File: src/rtl/calc_op_sequencer.sv
// Multi-cycle signed calculator: add/sub in one EXEC cycle, multiply by 16-step shift-add.
// Optional signed-overflow flag enabled by defining CALC_OVF_EN.
module calc_op_sequencer (
   input  logic        clk,
   input  logic        RST,
   input  logic        start,
   input  logic [2:0]  opcode,
   input  logic [15:0] op_a,
   input  logic [15:0] op_b,
   output logic        busy,
   output logic        done,
   output logic [15:0] result,
   output logic        ovf,
   output logic        err
);

   typedef enum logic [2:0] {IDLE, EXEC, MUL, SIGN, DONE} state_t;

   localparam logic [2:0] OP_ADD = 3'b001;
   localparam logic [2:0] OP_SUB = 3'b010;
   localparam logic [2:0] OP_MUL = 3'b100;

`ifdef CALC_OVF_EN
   localparam int PW = 32;
`else
   localparam int PW = 16;
`endif

   state_t      state_q, state_d;
   logic [15:0] a_q, a_d, b_q, b_d;
   logic [2:0]  opc_q, opc_d;
   logic [31:0] mcand_q, mcand_d;
   logic [16:0] mplier_q, mplier_d;
   logic [31:0] acc_q, acc_d;
   logic [4:0]  cnt_q, cnt_d;
   logic        neg_q, neg_d;
   logic        busy_q, busy_d;
   logic        done_q, done_d;
   logic [15:0] result_q, result_d;
   logic        err_q, err_d;
`ifdef CALC_OVF_EN
   logic        ovf_q, ovf_d;
`endif

   logic [15:0]   sum, diff;
   logic [16:0]   ext_a, ext_b, mag_a, mag_b;
   logic [PW-1:0] prod;

   assign sum   = a_q + b_q;
   assign diff  = a_q - b_q;
   // 17-bit magnitudes so that -32768 becomes +32768 without wrapping
   assign ext_a = {a_q[15], a_q};
   assign ext_b = {b_q[15], b_q};
   assign mag_a = a_q[15] ? (~ext_a + 17'd1) : ext_a;
   assign mag_b = b_q[15] ? (~ext_b + 17'd1) : ext_b;
   // Only the low result bits are needed unless the overflow check is built
   assign prod  = neg_q ? (~acc_q[PW-1:0] + PW'(1)) : acc_q[PW-1:0];

   always_comb begin
      state_d  = state_q;
      a_d      = a_q;
      b_d      = b_q;
      opc_d    = opc_q;
      mcand_d  = mcand_q;
      mplier_d = mplier_q;
      acc_d    = acc_q;
      cnt_d    = cnt_q;
      neg_d    = neg_q;
      busy_d   = busy_q;
      done_d   = 1'b0;
      result_d = result_q;
      err_d    = err_q;
`ifdef CALC_OVF_EN
      ovf_d    = ovf_q;
`endif
      unique case (state_q)
         IDLE: begin
            if (start) begin
               a_d     = op_a;
               b_d     = op_b;
               opc_d   = opcode;
               err_d   = 1'b0;
`ifdef CALC_OVF_EN
               ovf_d   = 1'b0;
`endif
               busy_d  = 1'b1;
               state_d = EXEC;
            end
         end
         EXEC: begin
            unique case (opc_q)
               OP_ADD: begin
                  result_d = sum;
`ifdef CALC_OVF_EN
                  ovf_d    = (a_q[15] == b_q[15]) && (sum[15] != a_q[15]);
`endif
                  done_d   = 1'b1;
                  state_d  = DONE;
               end
               OP_SUB: begin
                  result_d = diff;
`ifdef CALC_OVF_EN
                  ovf_d    = (a_q[15] != b_q[15]) && (diff[15] != a_q[15]);
`endif
                  done_d   = 1'b1;
                  state_d  = DONE;
               end
               OP_MUL: begin
                  mcand_d  = {15'd0, mag_a};
                  mplier_d = mag_b;
                  acc_d    = 32'd0;
                  cnt_d    = 5'd0;
                  neg_d    = a_q[15] ^ b_q[15];
                  state_d  = MUL;
               end
               default: begin
                  result_d = 16'd0;
                  err_d    = 1'b1;
`ifdef CALC_OVF_EN
                  ovf_d    = 1'b0;
`endif
                  done_d   = 1'b1;
                  state_d  = DONE;
               end
            endcase
         end
         MUL: begin
            if (mplier_q[0]) acc_d = acc_q + mcand_q;
            mcand_d  = mcand_q << 1;
            mplier_d = mplier_q >> 1;
            cnt_d    = cnt_q + 5'd1;
            if (cnt_q == 5'd15) state_d = SIGN;
         end
         SIGN: begin
            result_d = prod[15:0];
`ifdef CALC_OVF_EN
            // In range iff bits 31..15 are all copies of the sign
            ovf_d    = !((&prod[31:15]) || !(|prod[31:15]));
`endif
            done_d   = 1'b1;
            state_d  = DONE;
         end
         DONE: begin
            busy_d  = 1'b0;
            state_d = IDLE;
         end
         default: begin
            busy_d  = 1'b0;
            state_d = IDLE;
         end
      endcase
   end

   always_ff @(posedge clk) begin
      if (RST) begin
         state_q  <= IDLE;
         a_q      <= 16'd0;
         b_q      <= 16'd0;
         opc_q    <= 3'd0;
         mcand_q  <= 32'd0;
         mplier_q <= 17'd0;
         acc_q    <= 32'd0;
         cnt_q    <= 5'd0;
         neg_q    <= 1'b0;
         busy_q   <= 1'b0;
         done_q   <= 1'b0;
         result_q <= 16'd0;
         err_q    <= 1'b0;
`ifdef CALC_OVF_EN
         ovf_q    <= 1'b0;
`endif
      end else begin
         state_q  <= state_d;
         a_q      <= a_d;
         b_q      <= b_d;
         opc_q    <= opc_d;
         mcand_q  <= mcand_d;
         mplier_q <= mplier_d;
         acc_q    <= acc_d;
         cnt_q    <= cnt_d;
         neg_q    <= neg_d;
         busy_q   <= busy_d;
         done_q   <= done_d;
         result_q <= result_d;
         err_q    <= err_d;
`ifdef CALC_OVF_EN
         ovf_q    <= ovf_d;
`endif
      end
   end

   assign busy   = busy_q;
   assign done   = done_q;
   assign result = result_q;
   assign err    = err_q;
`ifdef CALC_OVF_EN
   assign ovf    = ovf_q;
`else
   assign ovf    = 1'b0;
`endif

endmodule

File: config.mk
export PLATFORM = sky130hd
export DESIGN_NAME = calc_op_sequencer
export DESIGN_NICKNAME = d
export VERILOG_FILES = /design/src/rtl/calc_op_sequencer.sv
export SDC_FILE = /design/constraint.sdc
export NUM_CORES = 1
export LEC_CHECK = 0
export CAP_MARGIN = 20
export CORE_MARGIN = 3
export CORE_UTILIZATION = 40
export DETAILED_ROUTE_END_ITERATION = 8
export SYNTH_ARGS = -nofsm -noshare
export SYNTH_HDL_FRONTEND = slang
export SYNTH_SLANG_ARGS = --single-unit
File: constraint.sdc
create_clock -name clk -period 3.34 [get_ports clk]
set_input_delay 0.668 -clock clk [delete_from_list [all_inputs] [get_ports clk]]
set_output_delay 0.668 -clock clk [all_outputs]
set_load 0.01 [all_outputs]
## After elaboration in Yosys (flattened, before gate mapping)

Index checks and enable logic that the tools add are counted.

| cells by class | value |
|---|---|
| muxes and demuxes | 25 |
| add/sub/neg operators | 7 |
| reduce and logical (&&, ||, !) cells | 14 |
| bitwise operators | 5 |
| equal/unequal tests | 13 |

Operator list:

| cell | count |
|---|---|
| $pmux W32 S2 | 2 |
| $mux W32 | 3 |
| $mux W17 | 3 |
| $pmux W16 S3 | 1 |
| $add A17 B1 Y17 const B | 2 |
| $not A17 Y17 | 2 |
| $pmux W17 S2 | 1 |
| $add A32 B32 Y32 | 1 |
| $pmux W16 S2 | 1 |
| $add A16 B1 Y16 const B | 1 |
| $add A16 B16 Y16 | 1 |
| $mux W16 | 1 |
| $not A16 Y16 | 1 |
| $sub A16 B16 Y16 | 1 |
| $ne A2 B2 Y1 const B | 6 |
| $pmux W3 S4 | 1 |
| $reduce_and A2 Y1 | 6 |
| $pmux W5 S2 | 1 |
| $eq A3 B2 Y1 const B | 3 |
| $mux W3 | 3 |
| $eq A3 B1 Y1 const B | 2 |
| $pmux W1 S2 | 3 |
| $reduce_and A3 Y1 | 2 |
| $reduce_bool A2 Y1 | 3 |
| other kinds (9) | 13 |

| storage, ports and cells | value |
|---|---|
| bits of input ports | 38 |
| register bits after elaboration | 144 |
| logic and storage cells | 77 |
| output and inout bits | 20 |

## Depth between registers and ports, before layout

Gate-level depths: netlist of run 1.

| logic depth | value |
|---|---|
| depth in word-level cells | 5 |
| depth in mapped cells | 15 |
| gate-level depth less buffers | 14 |

## Worst setup path after synthesis of run 1

OpenSTA, ideal clock, no wires.

| timing | value |
|---|---|
| path kind | flip-flop to flip-flop |
| start | register opc_q[2] |
| end | register result_q[15], in the netlist result[15] |
| setup time | 91 ps |
| period minus slack after synthesis | 3105 ps |
| path slack | 235 ps |
| required time | 3249 ps |
| arrival time | 3014 ps |
| buffers on the path | 2 |
| cell stages (with the launch flop) | 14 |
| path through | dfxtp_1 > clkbuf_1 > or3b_1 > clkbuf_1 > o21ai_0 > inv_1 > ha_1 > nand2b_1 > a21oi_1 > o21ai_0 > o31ai_1 > a31oi_1 > or3_1 > a311oi_1 |

| on the way | value |
|---|---|
| word-level cells in the longest chain between the ends | 3 |
| elaborated cells on any way between the ends | 7 |
| classes of those cells | eq/ne (4); mux (2); reduce/logical (1) |

Ends and longest elaborated chain:

| item | RTL line | source |
|---|---|---|
| start, declared | 31 | `logic [2:0] opc_q, opc_d;` |
| start signal, assigned | 176 | `opc_q <= opc_d;` |
| $eq A3 B3 Y1, or another cell as far along | 91 | `unique case (opc_q)` |
| $pmux W16 S3 / $ne A2 B2 Y1 (equally long branches) | -- |  |
| $pmux W16 S2 / $reduce_and A2 Y1 (equally long branches) | -- |  |
| end signal, assigned | 184 | `result_q <= result_d;` |
| end, declared | 39 | `logic [15:0] result_q, result_d;` |

Several ways; a longest one is shown, not always the timed one.
A chain may end at the register's enable or synchronous reset.

## Worst setup path after layout of run 1

| timing | value |
|---|---|
| start | register b_q[2] |
| end | register result_q[12], in the netlist result[12] |

| on the way | value |
|---|---|
| word-level cells in the longest chain between the ends | 3 |
| elaborated cells on any way between the ends | 4 |
| classes of those cells | add/sub (2); mux (2) |

Ends and longest elaborated chain:

| item | RTL line | source |
|---|---|---|
| start, declared | 30 | `logic [15:0] a_q, a_d, b_q, b_d;` |
| start signal, assigned | 158 | `b_q <= 16'd0;` |
| start signal, assigned | 175 | `b_q <= b_d;` |
| $sub A16 B16 Y16 / $add A16 B16 Y16 (equally long branches) | 50, 49 |  |
| $pmux W16 S3 * | 91 |  |
| $pmux W16 S2 * | 76 | `unique case (state_q)` |

Mark *: on every way between the ends. The rest lies on a longest branch, timed or not.

==> impl_metrics.yaml, run 1 <==
synth:
  syn_area_per_cell_sq_um: 7.84
  ys_ff_latch: 112
  synth_top_cell_by_area: "dfxtp_1"
  ys_async_sr_fraction_pct: 0
  synth.cell_area_sq_mm: 0.00672
  synth.net_count: 934
  synth.top_cells.by_count: "nand2_1, dfxtp_1, a21oi_1"
  synth.area.top_cells: "dfxtp_1, nand2_1, a21oi_1"
  ys.warnings.count: 0
  synthesis.instances: 858
  ys_seq_area_share_pct: 33.3
  yosys.area.top_type_share_pct: 33.3
  synth_edf_count: 0
  synth_most_common_cell: "nand2_1"
  synth.distinct_cells: 65
  synth-main-ff-cell: "dfxtp_1"
power:
  ir_drop_mv: 0.289
  p_sw_uw: 1090
  power_frac_seq_pct: 43.3
  p_comb_share_pct: 25.2
  p_int_uw: 2270
  p_leak_uw: 0.00297
  p_clk_share_pct: 31.5
  powerDensity_mw_per_mm2: 427
  p_sw_share_pct: 32.4
sta:
  setup_viol: 0
  hold_viol: 0
  fin_crit_ns: 3.14
  max_slew_margin_pct: 53.2
  fin_setup_tns_ns: 0
  skew_ns: 0.0117
  period_share_pct: 94.0
  slew_viol_final: 0
  timing.hold.ws_ns: 0.449
  fmax_ghz: 0.319
  tightest_slew_ns: 0.702
global_route:
  grt_pass1_vias: 5712
  antenna_found_initial: 0
  grt-ovfl-total: 0
  grt_max_degree: 62
  grt_pass1_wl_um: 30500
  track_usage_pct: 20.8
clocking:
  cts_tree: "done"
  cts.htree.levels: 3
  clk_latency_ns: 0.37
  cts_buffer_depth: 2
  root_buffer: "clkbuf_16"
  post_cts_buffers: 0
  cts_buffers: 9
  clock-sinks: 112
  clk_pin_slew_ns: 0.08
run_status:
  status: "finished clean"
worst_setup_path:
  critPathKind: "reg2reg"
  worstPathArrival_ns: 3.38
  endpoint_kind: "flop"
  startpoint: "b_q[2]"
  r2r-end: "result[12]"
  worstSetupEndpoint: "result[12]"
  rr_worst_depth: 13
  r2r_start: "b_q[2]"
  worstPathRequired_ns: 3.58
  rrSetupSlack_ns: 0.20
  cp-start-kind: "flop"
  critPathMaxFanout: 6
route:
  drt_iter0_markers: 495
  drc: 0
  routed_wl_um: 18500
  drt-pass1-iter-count: 4
  ant_nets: 0
  vias_per_cell: 5.50
  via_count: 6143
  routedWlPerCell_um: 16.6
floorplan:
  dieArea_sq_mm: 0.0184
  core_sq_mm: 0.0162
  start_util_pct: 41.6
  pin_count: 58
  die_w_um: 136
  rows: 46
  fp.dieH_um: 136
placement:
  gp_congestion: 0.859
  dpl-instance-area_sq_mm: 0.00752
  post-dp-hpwl_um: 13800
  io_buffers: 56
final_layout:
  antenna_cells: 0
  synthToLayoutAreaGrowth_pct: 16.9
  fill_cells: 1662
  final_cell_area_sq_mm: 0.00786
  post_route_cells_drive_above_1_share_pct: 7.11
  nNetsFinal: 972
flow_run:
  cap_violations: 0
hold_path:
  hp-class: "reg2reg"
[cell type report]
cell class | count | area (sq um) | area share [%]
timing repair buffer | 79 | 743 | 9.46
inverter | 11 | 41.3 | 0.525
tap | 216 | 270 | 3.44
clock inverter | 6 | 51.3 | 0.653
clock buffer | 9 | 225 | 2.87
sequential | 112 | 2240 | 28.6
multi-input combinational | 683 | 4280 | 54.5
[worst max-delay path, cell delays in order, from the launching register on]
cell and delay [ns]:
dfxtp_1 0.32, nor3_2 0.25, nand3_2 0.15, or4_4 0.47, o21ai_1 0.17, xor2_1 0.22, ha_2 0.27, o21ai_0 0.10
nand2b_1 0.12, nand2_1 0.06, a221oi_1 0.34, xor2_1 0.12, a221oi_1 0.33, nor3_1 0.08
[through the flow]
step / power, uW / worst slack [ns] / utilization, % / instances
global route: 3550 / -0.0161 / 48.6 / 1116
finish: 3350 / 0.201 / 48.6 / 1116
detailed placement: 2290 / 0.0845 / 46.5 / 1100
floorplan: 2020 / 0.235 / - / 858
global placement: 2300 / 0.159 / 46.5 / 1100
CTS: 3350 / 0.0498 / 48.2 / 1115
[placed cells by master (no fill, tap or decap), drive strengths merged, types with 6 or more instances in the layout]
master / count
xor2: 36
or3: 7
nor2b: 7
a211oi: 8
clkbuf: 9
a22oi: 22
o22ai: 10
a21oi: 91
a221oi: 16
clkdlybuf4s50: 55
o31ai: 19
nor4: 8
nand2b: 11
nand3: 21
o21ai: 37
nor3: 26
a31oi: 8
buf: 24
nor2: 86
nand2: 131
inv: 14
ha: 36
dfxtp: 112
a21o: 6
xnor2: 39
[metal layers]
metal | share of wire (%) | wire [um] | track usage, % | vias up
met5 | 0 | 0 | 0 | -
met4 | 1.6 | 305 | 5.26 | 0
met3 | 3.7 | 688 | 4.12 | 21
met2 | 45 | 8270 | 31.7 | 126
met1 | 50 | 9270 | 30.1 | 2852
li1 | - | - | - | 3144
[worst min path at each step]
stage	endpoint	from	cells past startpoint	slack [ns]
after floorplan	mplier_q[4]	mplier_q[5]	2	0.43
after global placement	mplier_q[15]	mplier_q[15]	2	0.45
after detailed placement	mplier_q[4]	mplier_q[5]	2	0.46
after CTS	mplier_q[4]	mplier_q[5]	2	0.45
after global routing	mplier_q[15]	mplier_q[15]	2	0.48
final	mplier_q[4]	mplier_q[5]	2	0.45
[timing repair]
| item | 4_1_cts | 5_1_grt |
|---|---|---|
| hold buffers | 0 | 0 |
| resized for setup | 0 | 16 |
| setup endpoints to repair | 0 | 7 |
| hold endpoints to repair | 0 | 0 |
[registers in the layout, indices dropped and copies added, names as in the netlist]
register and flops:
opc_q 3, mcand_q 16, cnt_q 5, busy 1
result 16, neg_q 1, mplier_q 17, a_q 16
err 1, state_q 3, acc_q 16, b_q 16
done 1
[power groups by stage]
stage | registers [uW] | clock network (uW) | logic, uW
detailed placement | 1480 | 0 | 813
floorplan | 1460 | 0 | 568
global placement | 1480 | 0 | 817
finish | 1450 | 1060 | 846
CTS | 1450 | 1080 | 818
global route | 1460 | 1140 | 952
[cell families after synthesis]
logic type,Yosys count,share of synthesized area (%)
flip-flops,112,33.3
adder cells (fa/ha/maj),38,7.29
AND/OR/NAND/NOR,320,21.7
AO/OA/AOI/OAI,243,23.1
multiplexers,6,0.912
other,1,0.0558
buffers and inverters,63,3.87
XOR/XNOR,75,9.77
Note: power is estimated with default switching activity, not from simulation.
==> inputs of run 2 (changes only) <==
Settings changed: CAP_MARGIN 20 to 40.
==> impl_metrics.yaml, run 2 (synthesis gave the netlist of run 1 again) <==
run_status:
  status: "finished clean"
global_route:
  track_usage_pct: 20.7
  grt_max_degree: 62
  antenna_found_initial: 0
  grt_pass1_vias: 5729
  grt-ovfl-total: 0
  grt_pass1_wl_um: 30200
floorplan:
  pin_count: 58
  start_util_pct: 41.6
  core_sq_mm: 0.0162
  die_w_um: 136
  fp.dieH_um: 136
  dieArea_sq_mm: 0.0184
  rows: 46
final_layout:
  antenna_cells: 0
  regMostFlops: "mplier_q"
  largest_reg_flops: 17
  post_route_cells_drive_above_1_share_pct: 6.89
  nNetsFinal: 972
  final_cell_area_sq_mm: 0.00786
  final_cells: 1116
  final_cell_mix: "nand2_1, dfxtp_1, a21oi_1"
  final_common_cell: "nand2_1"
  final_util_pct: 48.6
  synthToLayoutAreaGrowth_pct: 16.8
worst_setup_path:
  path_buf_inv: 2
  worstSetupEndpoint: "result[14]"
  endpoint_kind: "flop"
  cp_common_cell: "buf_4"
  cp_cell_sequence: "or3b_1 -> nand2_1 -> o21ai_1 -> buf_4 -> fa_1 -> nor2b_1 -> o31a_1 -> o31ai_4 -> buf_4 -> o31ai_1 -> xor2_1 -> nand3_1 -> a21oi_1"
  worstPathArrival_ns: 3.40
  r2r_start: "opc_q[1]"
  critPathKind: "reg2reg"
  critPathMaxFanout: 7
  cpMaxStageDelayCell: "or3b_1"
  crit_family: "compound AO/OA/AOI/OAI gates"
  startpoint: "opc_q[1]"
  rrSetupSlack_ns: 0.24
  r2r-end: "result[14]"
  cp-start-kind: "flop"
  worstPathRequired_ns: 3.64
  rr_worst_depth: 13
  max_stage_delay_ns: 0.47
  cp.depth: 13
route:
  drt_iter0_markers: 464
  routedWlPerCell_um: 16.4
  drt-pass1-iter-count: 5
  ant_nets: 0
  drc: 0
  routed_wl_um: 18300
  vias_per_cell: 5.50
  via_count: 6135
clocking:
  clock-sinks: 112
  cts_buffer_depth: 2
  cts.htree.levels: 3
  root_buffer: "clkbuf_16"
  clk_pin_slew_ns: 0.08
  clk_latency_ns: 0.37
  cts_tree: "done"
  cts-hold-fix-buffers: 0
  cts_buffers: 9
sta:
  hold_viol: 0
  period_share_pct: 92.9
  fin_crit_ns: 3.10
  slew_viol_final: 0
  tightest_slew_ns: 0.714
  fmax_ghz: 0.322
  fin_setup_tns_ns: 0
  max_slew_margin_pct: 52.3
  setup_viol: 0
  skew_ns: 0.0122
placement:
  post-dp-hpwl_um: 13800
  gp_congestion: 0.859
  io_buffers: 56
  place_inst: 1101
  dpl-instance-area_sq_mm: 0.00753
hold_path:
  hp-class: "reg2reg"
power:
  p_leak_uw: 0.00297
  powerDensity_mw_per_mm2: 426
  ir_drop_mv: 0.274
  total_power_uw: 3350
flow_run:
  cap_violations: 0
==> run 2: routing by layer <==
layer / routed length, um / GRT usage (%) / vias to the layer above
li1: - / - / 3143
met1: 9280 / 29.5 / 2850
met2: 8100 / 31.6 / 116
met3: 599 / 4.20 / 26
met4: 371 / 5.82 / 0
met5: 0 / 0 / -
==> run 2: worst min-delay path by stage <==
stage	start	end	slack, ns	depth (start not counted)
after floorplan	mplier_q[5]	mplier_q[4]	0.43	2
after global placement	mplier_q[15]	mplier_q[15]	0.45	2
after detailed placement	mplier_q[5]	mplier_q[4]	0.46	2
after CTS	mplier_q[5]	mplier_q[4]	0.45	2
after global routing	mplier_q[15]	mplier_q[15]	0.48	2
final	mplier_q[5]	mplier_q[4]	0.45	2
==> run 2: layout make-up <==
| cell class | instances | area (sq um) |
|---|---|---|
| timing repair buffer | 79 | 743 |
| fill | 1637 | 8320 |
| clock buffer | 9 | 225 |
| inverter | 11 | 41.3 |
| sequential | 112 | 2240 |
| clock inverter | 6 | 51.3 |
| tap | 216 | 270 |
| multi-input combinational | 683 | 4280 |
==> run 2: metrics by stage <==
step / setup WS [ns] / hold slack, ns
2_1_floorplan: 0.235 / 0.432
3_3_place_gp: 0.159 / 0.449
3_5_place_dp: 0.0812 / 0.456
4_1_cts: 0.0204 / 0.452
5_1_grt: -0.0255 / 0.483
6_report: 0.236 / 0.448
==> run 2: worst register-to-register path: cells and delay by family, from the launching register on <==
kind | cells | cell delay, ns
compound gates | 5 | 0.85
xor+xnor | 1 | 0.18
fa+ha+maj | 1 | 0.43
buf+inv | 2 | 0.31
flops | 1 | 0.43
simple gates | 4 | 0.82
==> run 2: power breakdown <==
group / leakage, uW / internal (uW) / switching, uW
clock: 0.000138 / 515 / 536
sequential: 0.000911 / 1380 / 66.5
combinational: 0.00192 / 366 / 480
total: 0.00297 / 2260 / 1080
==> run 2: what timing repair did <==
action	CTS	global route
buffers inserted	0	0
endpoints found under the setup margin	0	6
resized for setup	0	15
endpoints found under the hold margin	0	0
==> inputs of run 3 (changes only) <==
Settings changed: ABC_AREA set to 1, GPL_TIMING_DRIVEN set to 0.
==> impl_metrics.yaml, run 3 <==
placement:
  dpl-instance-area_sq_mm: 0.00838
  post-dp-hpwl_um: 19800
  gp_congestion: 0.934
  io_buffers: 56
  place_inst: 1497
power:
  p_comb_share_pct: 34.5
  p_int_uw: 2540
  p_leak_uw: 0.00385
  p_sw_uw: 1530
  p_clk_share_pct: 28.4
  total_power_uw: 4060
  powerDensity_mw_per_mm2: 467
  p_sw_share_pct: 37.6
  ir_drop_mv: 0.271
  power_frac_seq_pct: 37.1
sta:
  fin_setup_tns_ns: 0
  slew_viol_final: 0
  fmax_ghz: 0.322
  tightest_slew_ns: 0.658
  setup_viol: 0
  period_share_pct: 93.1
  rsz0062_at_grt: "false"
  max_slew_margin_pct: 56.1
  skew_ns: 0.00765
  hold_viol: 0
  fin_crit_ns: 3.11
clocking:
  clk_pin_slew_ns: 0.08
  cts_buffer_depth: 2
  cts_buffers: 9
  cts-hold-fix-buffers: 0
  cts_tree: "done"
  clk_latency_ns: 0.36
  cts.htree.levels: 3
  root_buffer: "clkbuf_16"
  clock-sinks: 112
global_route:
  antenna_found_initial: 0
  grt_pass1_vias: 7279
  grt-ovfl-total: 0
  grt_pass1_wl_um: 38700
  track_usage_pct: 24.2
  grt_max_degree: 18
hold_path:
  hold_path_startpoint: "mplier_q[16]"
  min_path_cells: 2
  hp-class: "reg2reg"
  hold_path_end: "mplier_q[16]"
worst_setup_path:
  worstPathRequired_ns: 3.64
  r2r_start: "b_q[0]"
  r2r-end: "result[13]"
  crit_family: "simple AND/OR/NAND/NOR gates"
  critPathMaxFanout: 5
  cp_cell_sequence: "inv_1 -> ha_1 -> nand3_1 -> nor2_1 -> nand3_1 -> o21ai_0 -> nand2_1 -> o21ai_0 -> ha_1 -> nand2_1 -> inv_1 -> nand2_1 -> nand3_1 -> a21oi_1 -> nand2_1 -> nand2_1 -> nand3_1 -> a21oi_1"
  cp-start-kind: "flop"
  cp_common_cell: "nand2_1"
  rrSetupSlack_ns: 0.23
  path_buf_inv: 2
  max_stage_delay_ns: 0.37
  critPathKind: "reg2reg"
  cpMaxStageDelayCell: "dfxtp_1"
  endpoint_kind: "flop"
  worstPathArrival_ns: 3.41
  rr_worst_depth: 18
route:
  routedWlPerCell_um: 16.3
  via_count: 7994
  routed_wl_um: 24700
  drt_iter0_markers: 618
  drc: 0
  drt-pass1-iter-count: 5
  vias_per_cell: 5.28
  ant_nets: 0
synth:
  synth.net_count: 1288
  synthesis.instances: 1212
  synth.area.top_cells: "dfxtp_1, nand2_1, a21oi_1"
  synth.distinct_cells: 38
  synth.top_cells.by_count: "nand2_1, inv_1, a21oi_1"
  synth-main-ff-cell: "dfxtp_1"
  synth.cell_area_sq_mm: 0.00754
  ys_async_sr_fraction_pct: 0
  ys.warnings.count: 0
  synth_edf_count: 0
  yosys.area.top_type_share_pct: 29.7
  syn_area_per_cell_sq_um: 6.22
  ys_seq_area_share_pct: 29.7
  ys_ff_latch: 112
  synth_top_cell_by_area: "dfxtp_1"
  synth_most_common_cell: "nand2_1"
floorplan:
  die_w_um: 143
  core_sq_mm: 0.0182
  rows: 49
  pin_count: 58
  fp.dieH_um: 143
  start_util_pct: 41.4
  dieArea_sq_mm: 0.0205
run_status:
  status: "finished clean"
final_layout:
  final_cells: 1513
  nNetsFinal: 1355
  antenna_cells: 0
  final_cell_mix: "nand2_1, inv_1, a21oi_1"
  regMostFlops: "mplier_q"
  post_route_cells_drive_above_1_share_pct: 4.28
  final_cell_area_sq_mm: 0.00870
  synthToLayoutAreaGrowth_pct: 15.4
  final_common_cell: "nand2_1"
  largest_reg_flops: 17
flow_run:
  cap_violations: 0
-- run 3: changes by cell type after synthesis, sizes merged, moves of 12 or more --
| cell | delta |
|---|---|
| nor3 | -15 |
| a21oi | +29 |
| nand3 | +78 |
| buf | +12 |
| a22oi | -22 |
| inv | +145 |
| o21ai | +66 |
| xor2 | -24 |
| o31ai | -19 |
| nor2 | +26 |
| a221oi | -15 |
| xnor2 | -38 |
| clkbuf | -18 |
| nand2 | +187 |
-- run 3: power groups by stage --
stage | sequential (uW) | clock [uW] | combinational, uW
floorplan | 1530 | 0 | 915
CTS | 1510 | 1170 | 1390
finish | 1510 | 1160 | 1400
global placement | 1540 | 0 | 1380
global route | 1520 | 1230 | 1550
detailed placement | 1540 | 0 | 1380
-- run 3: cells by family (layout without fill, tap and decap cells) --
family          Yosys count  in the layout  synth area share (%)
compound gates          272            272                  19.3
other cells               1              1                0.0498
xor+xnor                 13             13                  1.51
fa+ha+maj                38             38                  6.51
buf+inv                 204            276                  10.8
simple gates            572            572                  32.1
flops                   112            112                  29.7
-- run 3: area by class of cell --
cell class	instances	area (sq um)
timing repair buffer	56	561
sequential	112	2240
tap	229	287
clock inverter	3	47.5
buffer	46	220
clock buffer	13	260
inverter	158	596
fill	1928	9510
multi-input combinational	896	4490
-- run 3: what timing repair did --
action,4_1_cts,5_1_grt
gates resized for setup,0,2
endpoints found under the hold margin,0,0
endpoints found under the setup margin,0,6
buffers inserted,0,0
-- run 3: worst max path at each step --
stage	start	endpoint	slack, ns	cells past startpoint
final	b_q[0]	result[13]	0.23	18
after global placement	opc_q[2]	result[11]	0.28	15
after floorplan	b_q[0]	result[9]	0.97	17
after CTS	opc_q[2]	result[11]	0.25	15
after detailed placement	opc_q[2]	result[11]	0.25	15
after global routing	b_q[0]	result[13]	0.04	18
-- run 3: worst min-delay path: cells and delay by family, from the launching register on --
family           cells  cell delay [ns]
DFF                  1             0.32
and+or+nand+nor      2             0.10
-- run 3: metrics by stage --
stage	hold WS (ns)	worst slack [ns]	util [%]
2_1_floorplan	0.425	0.972	-
3_3_place_gp	0.431	0.277	46.0
5_1_grt	0.463	0.0442	47.8
4_1_cts	0.448	0.246	47.7
6_report	0.447	0.231	47.8
3_5_place_dp	0.436	0.248	46.0
-- run 3: metal layers --
metal  global-route usage, %  vias up  part of all wire, %
met5                       0        -                    0
met4                    8.87        0                  3.5
met1                    33.6     3633                   47
met3                    3.18       42                  5.1
met2                    38.6      218                   45
li1                        -     4101                    -
